$ cat src/rtl/jk_reg_arbiter.sv
// Round-robin arbiter that owns a bank of JK flip-flop bits: one requester's
// hold/clear/set/toggle command is applied per IDLE -> APPLY -> ACK sequence.
module jk_reg_arbiter #(
   parameter int WIDTH = 8,
   parameter int NREQ  = 4
) (
   input  logic                  clk,
   input  logic                  rst,
   input  logic [NREQ-1:0]       req,
   input  logic [2*NREQ-1:0]     cmd,
   input  logic [WIDTH*NREQ-1:0] mask,
   output logic [NREQ-1:0]       gnt,
   output logic [NREQ-1:0]       ack,
   output logic [WIDTH-1:0]      q,
   output logic                  busy
);

   localparam int PW = (NREQ > 1) ? $clog2(NREQ) : 1;

   typedef enum logic [1:0] {
      IDLE  = 2'b00,
      APPLY = 2'b01,
      ACK   = 2'b10
   } state_t;

   state_t           state, state_nxt;
   logic [PW-1:0]    ptr, win, pick, cand;
   logic             found;
   logic [1:0]       wcmd;
   logic [WIDTH-1:0] wmask, j, k;
   logic [NREQ-1:0]  win_oh;
   int unsigned      idx;

   // Search starts just after the last winner, so the last winner ranks lowest.
   always_comb begin
      // NOTE: every variable gets a default before any conditional assignment;
      // a path that leaves one unassigned would infer a latch.
      found = 1'b0;
      pick  = '0;
      cand  = '0;
      idx   = 0;
      for (int i = 1; i <= NREQ; i++) begin
         idx  = (int'(ptr) + i) % NREQ;
         cand = PW'(idx);
         if (!found && req[cand]) begin
            found = 1'b1;
            pick  = cand;
         end
      end
   end

   assign win_oh = {{(NREQ-1){1'b0}}, 1'b1} << win;
   assign j      = wmask & {WIDTH{wcmd[1]}};
   assign k      = wmask & {WIDTH{wcmd[0]}};

   // NOTE: sequential state uses non-blocking assignments so every register
   // samples pre-edge values, independent of statement order.
   always_ff @(posedge clk or negedge rst) begin
      if (!rst) state <= IDLE;
      else      state <= state_nxt;
   end

   always_comb begin
      state_nxt = state;
      gnt       = '0;
      ack       = '0;
      busy      = 1'b0;
      case (state)
         IDLE:  if (found) state_nxt = APPLY;
         APPLY: begin
            state_nxt = ACK;
            gnt       = win_oh;
            busy      = 1'b1;
         end
         ACK: begin
            state_nxt = IDLE;
            ack       = win_oh;
            busy      = 1'b1;
         end
         default: state_nxt = IDLE;
      endcase
   end

   // cmd/mask are captured once in IDLE, so later changes by the requester are ignored.
   always_ff @(posedge clk or negedge rst) begin
      if (!rst) begin
         ptr   <= PW'(NREQ-1);
         win   <= '0;
         wcmd  <= '0;
         wmask <= '0;
         q     <= '0;
      end else begin
         if (state == IDLE && found) begin
            win   <= pick;
            wcmd  <= cmd[2*pick +: 2];
            wmask <= mask[WIDTH*pick +: WIDTH];
         end
         if (state == APPLY) begin
            q   <= (j & ~q) | (~k & q);
            ptr <= win;
         end
      end
   end

endmodule

$ cat config.mk
export PLATFORM = sky130hd
export DESIGN_NAME = jk_reg_arbiter
export DESIGN_NICKNAME = d
export VERILOG_FILES = /design/src/rtl/jk_reg_arbiter.sv
export SDC_FILE = /design/constraint.sdc
export NUM_CORES = 1
export LEC_CHECK = 0
export CORE_MARGIN = 2
export CORE_UTILIZATION = 40
export DETAILED_ROUTE_END_ITERATION = 12
export PLACE_DENSITY = 0.82
export SLEW_MARGIN = 20
export SYNTH_ARGS = -nofsm -noshare
export SYNTH_HDL_FRONTEND = slang
export SYNTH_SLANG_ARGS = --single-unit
export TNS_END_PERCENT = 100
$ cat constraint.sdc
create_clock -name clk -period 2 [get_ports clk]
set_input_delay 0.2 -clock clk [delete_from_list [all_inputs] [get_ports clk]]
set_output_delay 0.2 -clock clk [all_outputs]
set_load 0.02 [all_outputs]
Word-level counts from Yosys, hierarchy flattened. Index checks and enable logic that the tools add are counted. Widths: inputs -> output; s select.

Magnitude comparators: 4. Reduce and logical (&&, ||, !) cells: 9. Bitwise logic cells: 7. Eq/ne operators: 3. Add/sub/neg operators: 4. Mux-type cells: 21. Shifts and indexed selects: 3.

Operators with widths (number): $and 8x8->8 (4); $shiftx 32x6->8 (1); $not 8->8 (2); $lt 2x3->1 const B (4); $mux 2 (5); $mux 1 (9); $bmux 1 s2 (4); $mux 4 (2); $or 8x8->8 (1); $shiftx 8x4->2 (1); $add 2x1->2 const B (2); $add 2x2->2 const B (2); $logic_and 1x1->1 (4); $pmux 2 s2 (1); $shl 1x2->4 const A (1); $logic_not 1->1 (3); $eq 2x1->1 const B (1); $eq 2x2->1 const B (1); $logic_not 2->1 (1); $ne 2x2->1 const B (1); $reduce_or 2->1 (1).

Flip-flop bits (word level): 24. Logic and storage cells: 57. Output and inout port bits: 17.

Depth between registers and ports, before layout. Gate-level depths: netlist (run 1).

Depth after elaboration: 15. Mapped depth: 7. Mapped depth without buffers: 5.

Worst setup path after synthesis (run 1). No wires, ideal clock.

Path type: register to register. From: reg ptr[1]. To: reg wmask[0]. Required time: 1862 ps. Period minus slack after synthesis: 1567 ps. Stages on the path, launching flop included: 7. Path slack: 433 ps. Library setup time: 138 ps. Data arrival time: 1429 ps. Cells stage by stage: dfstp_2 > nand2b_1 > a21oi_2 > o221ai_4 > buf_6 > mux2i_1 > o221ai_1.

Longest elaborated chain between the ends: 14. Elaborated cells between the ends (all ways): 28. Those cells by class: 4 x add/sub; 1 x shift; 16 x mux; 7 x reduce/logical.

Ends and longest elaborated chain: from (decl) (line 27) `logic [PW-1:0] ptr, win, pick, cand;`; from (signal assigned) (line 87) `ptr <= PW'(NREQ-1);`; from (signal assigned) (line 100) `ptr <= win;`; $add 2x1->2 (line 43) `idx = (int'(ptr) + i) % NREQ;`; $bmux 1 s2 (line 45) `if (!found && req[cand]) begin`; $mux 1 (not written as such) (line 45); $mux 1 (line 45); $logic_not 1->1 (line 45); $logic_and 1x1->1 (line 45); $mux 1 (line 45); $logic_not 1->1 (line 45); $logic_and 1x1->1 (line 45); $mux 1 (line 45); $logic_not 1->1 (line 45); $logic_and 1x1->1 (line 45); $mux 2 or $mux 1 (tied branches) (line 45); $shiftx 32x6->8 or $logic_and 1x1->1 (tied branches) (line 96, 93); to (signal assigned) (line 96) `wmask <= mask[WIDTH*pick +: WIDTH];`; to (decl) (line 30) `logic [WIDTH-1:0] wmask, j, k;`.

Several ways; a longest one is shown, not always the timed one. The select of a mux whose other input is x is not followed. A chain may end at the register's enable or synchronous reset.

Worst setup path after layout (run 1).
From: reg state[0]. To: out busy.

Longest elaborated chain between the ends: 3. Elaborated cells between the ends (all ways): 4. Those cells by class: 2 x eq/ne; 1 x mux; 1 x reduce/logical.

Ends and longest elaborated chain: from (decl) (line 26) `state_t state, state_nxt;`; from (signal assigned) (line 60) `else state <= state_nxt;`; $eq 2x1->1 or $eq 2x2->1 (tied branches) (line 68) `case (state)`; $reduce_or 2->1 (no line) (*); $mux 1 (*) (line 68); to (decl) (line 15) `output logic busy`.

Every way passes the cells marked *; elsewhere a longest branch is shown, timed or not.

==> impl_metrics.env, run 1 <==
export IMPL_rows=21
export IMPL_grt_ovfl_total=0
export IMPL_syn_to_final_growth_pct=48.9
export IMPL_final_setup_skew_ns=0.00443
export IMPL_antenna_left=0
export IMPL_ys_top_cells_by_area="dfrtp_1 (40%), mux2i_1 (15%), o221ai_1 (6.3%)"
export IMPL_first_pass_iters=4
export IMPL_fin_crit_sh=0.933
export IMPL_path_class="register to output pin"
export IMPL_cpPeakStageDelay_ns=0.60
export IMPL_viasPerCell=5.42
export IMPL_irDropWorstVdd_mv=0.605
export IMPL_cp_arrival_ns=1.67
export IMPL_worst_ep_required_time_ns=1.80
export IMPL_setup_viol=0
export IMPL_fp_dieArea_um2=3950
export IMPL_drive_gt1_frac=0.0933
export IMPL_nets=243
export IMPL_syn_nets=182
export IMPL_powerDensity_nw_per_um2=1320
export IMPL_dieHeight_um=62.9
export IMPL_drc_errors=0
export IMPL_gp_congestion=0.719
export IMPL_antenna_found_initial=0
export IMPL_num_antenna_cells=0
export IMPL_hp_class="input port to async pin"
export IMPL_cts_sinks=24
export IMPL_avgSynthCellArea_um2=10.4
export IMPL_p_leak_nw=0.929
export IMPL_die_w_um=62.9
export IMPL_synth_top_area_share=0.397
export IMPL_grt_pass1_wl_mm=6.19
export IMPL_worstMarginPinSlew_ns=0.453
export IMPL_whs_ns=0.226
export IMPL_worstSetupStartpointType="register"
export IMPL_place_hpwl_mm=2.84
export IMPL_yosysUniqueCellTypes=30
export IMPL_clock_root_buffer="clkbuf_4"
export IMPL_grt_pass1_vias=1354
export IMPL_drt_total_wl_mm=3.59
export IMPL_wire_per_inst_um=15.0
export IMPL_rsz0062_at_grt="no"
export IMPL_cts_max_path_buffers=2
export IMPL_worstPathCellList="inv_1, ha_1, clkdlybuf4s50_1"
export IMPL_vias=1295
export IMPL_ys_warn_count=0
export IMPL_worst_path_max_delay_cell="clkdlybuf4s50_1"
export IMPL_drv_slew=0
export IMPL_cts_tree="done"
export IMPL_syn_area_um2=1390
export IMPL_hold_violations=0
export IMPL_io_pins=63
export IMPL_drv_cap=0
export IMPL_slew_limit_headroom=0.696
export IMPL_first_iter_violations=37
export IMPL_cp_max_fo=3
export IMPL_fmax_mhz=536
export IMPL_syn_inst=133
export IMPL_yosys_register_bits=24
export IMPL_start_util=0.415
export IMPL_cp_end_kind="output pin"
export IMPL_io_buffers=62
export IMPL_core_um2=3340
export IMPL_clk_insertion_delay_late_ns=0.31
export IMPL_fin_crit_ns=1.87
export IMPL_cts_made_buffers=3
export IMPL_grt_max_degree=25
export IMPL_synth_top_area_cell="dfrtp_1"
export IMPL_grt_usage=0.194
export IMPL_status="complete, no violations"
export IMPL_synth_seq_area_share=0.435
export IMPL_setup_tns_ns=0
export IMPL_cts_max_level=1
export IMPL_cts_clk_slew_worst_paths_ns=0.14
==> report_power, final <==
part           internal, mW  switching [mW]  total (mW)
registers             0.746           0.228       0.974
logic                 0.718           0.766        1.48
clock network         0.111           0.147       0.258
total                  1.58            1.14        2.72
==> logic make-up (layout without fill, tap and decap cells) <==
family,Yosys count,in the layout,share of synthesized area
adder cells (fa/ha/maj),3,3,0.0271
AND/OR/NAND/NOR,36,36,0.137
flip-flops,24,24,0.435
multiplexers,22,22,0.160
AO/OA/AOI/OAI,35,35,0.184
buffers and inverters,13,73,0.0569
==> per-layer routing <==
metal / global-route usage / wire [µm] / vias to the layer above
li1: - / - / 616
met1: 0.226 / 1350 / 646
met2: 0.359 / 2040 / 29
met3: 0.0306 / 135 / 4
met4: 0.0611 / 66 / 0
met5: 0 / 0 / -
==> final timing paths <==
kind / startpoint / endpoint / slack (ns) / cells after the start
setup / recovery: state[0]$_DFFE_PN0P_ / busy / 0.13 / 3
min in group clk: wmask[4]$_DFFE_PN0P_ / q[4]$_DFFE_PN0P_ / 0.49 / 1
hold / removal: rst / wcmd[0]$_DFFE_PN0P_ / 0.23 / 2
max in group asynchronous: rst / ptr[1]$_DFFE_PN1P_ / 1.49 / 2
hold reg to reg: wmask[4]$_DFFE_PN0P_ / q[4]$_DFFE_PN0P_ / 0.49 / 1
setup reg to reg: ptr[1]$_DFFE_PN1P_ / wmask[7]$_DFFE_PN0P_ / 0.26 / 6
==> cell usage after synthesis (all sizes together) <==
| library cell | number |
|---|---|
| dfrtp | 22 |
| mux2i | 21 |
| nand2 | 19 |
| o221ai | 11 |
| a21oi | 10 |
| a31oi | 8 |
| clkbuf | 5 |
| buf | 4 |
| inv | 4 |
| ha | 3 |
| nor2 | 3 |
| o21ai | 3 |
| and2 | 2 |
| and3 | 2 |
| and3b | 2 |
| dfstp | 2 |
| nor3b | 2 |
| a21boi | 1 |
| a31o | 1 |
| and2b | 1 |
| mux2 | 1 |
| nand2b | 1 |
| nand3 | 1 |
| nor4 | 1 |
| o22ai | 1 |
| or2 | 1 |
| or4 | 1 |
==> critical path: cells and delay by family, from the launching register on <==
kind,cells,cell delay (ns)
buf+inv,2,0.68
fa+ha+maj,1,0.28
flops,1,0.39
==> layout make-up <==
class | count | area [µm²]
fillers | 306 | 1270
flip-flops and latches | 24 | 603
well taps | 46 | 57.6
repair buffers | 65 | 646
inverters | 4 | 15.0
clock buffers | 4 | 36.3
multi-input cells | 96 | 707
==> per-stage QoR <==
stage / utilization / setup slack, ns / total power [mW] / instances / instance area, µm²
5_1_grt: 0.619 / 0.0563 / 2.92 / 239 / 2060
3_5_place_dp: 0.610 / 0.0229 / 2.50 / 235 / 2040
2_1_floorplan: - / 0.433 / 1.94 / 133 / 1390
3_3_place_gp: 0.610 / 0.110 / 2.41 / 235 / 2040
6_report: 0.619 / 0.134 / 2.72 / 239 / 2060
4_1_cts: 0.619 / 0.123 / 2.73 / 239 / 2060
==> registers in the layout, indices dropped and copies added (netlist names) <==
register  cells
q             8
wmask         8
ptr           2
state         2
wcmd          2
win           2
==> cells in the final DEF, fill, tap and decap left out, drive strengths merged, types with 2 or more instances in the layout <==
master | netlist | layout
and3 | 2 | 2
a21oi | 10 | 10
nor3b | 2 | 2
dfrtp | 22 | 22
o21ai | 3 | 3
buf | 4 | 3
nand2 | 19 | 19
and3b | 2 | 2
inv | 4 | 4
mux2i | 21 | 21
o221ai | 11 | 11
dfstp | 2 | 2
ha | 3 | 3
clkdlybuf4s50 | 0 | 54
nor2 | 3 | 3
a31oi | 8 | 8
dlygate4sd2 | 0 | 8
clkbuf | 5 | 4
and2 | 2 | 2
==> repair_timing <==
| item | 4_1_cts | 5_1_grt |
|---|---|---|
| hold endpoints to repair | 0 | 0 |
| resized for setup | 9 | 0 |
| endpoints found under the setup margin | 8 | 0 |
| buffers inserted | 0 | 0 |
| hold buffers | 0 | 0 |
Note: power is estimated with default switching activity, not from simulation.
==> run 2: changes to the inputs <==
- TNS_END_PERCENT: 100 -> default
==> results of run 2 <==
The final DEF is identical to that of run 1; final timing and power are the same.
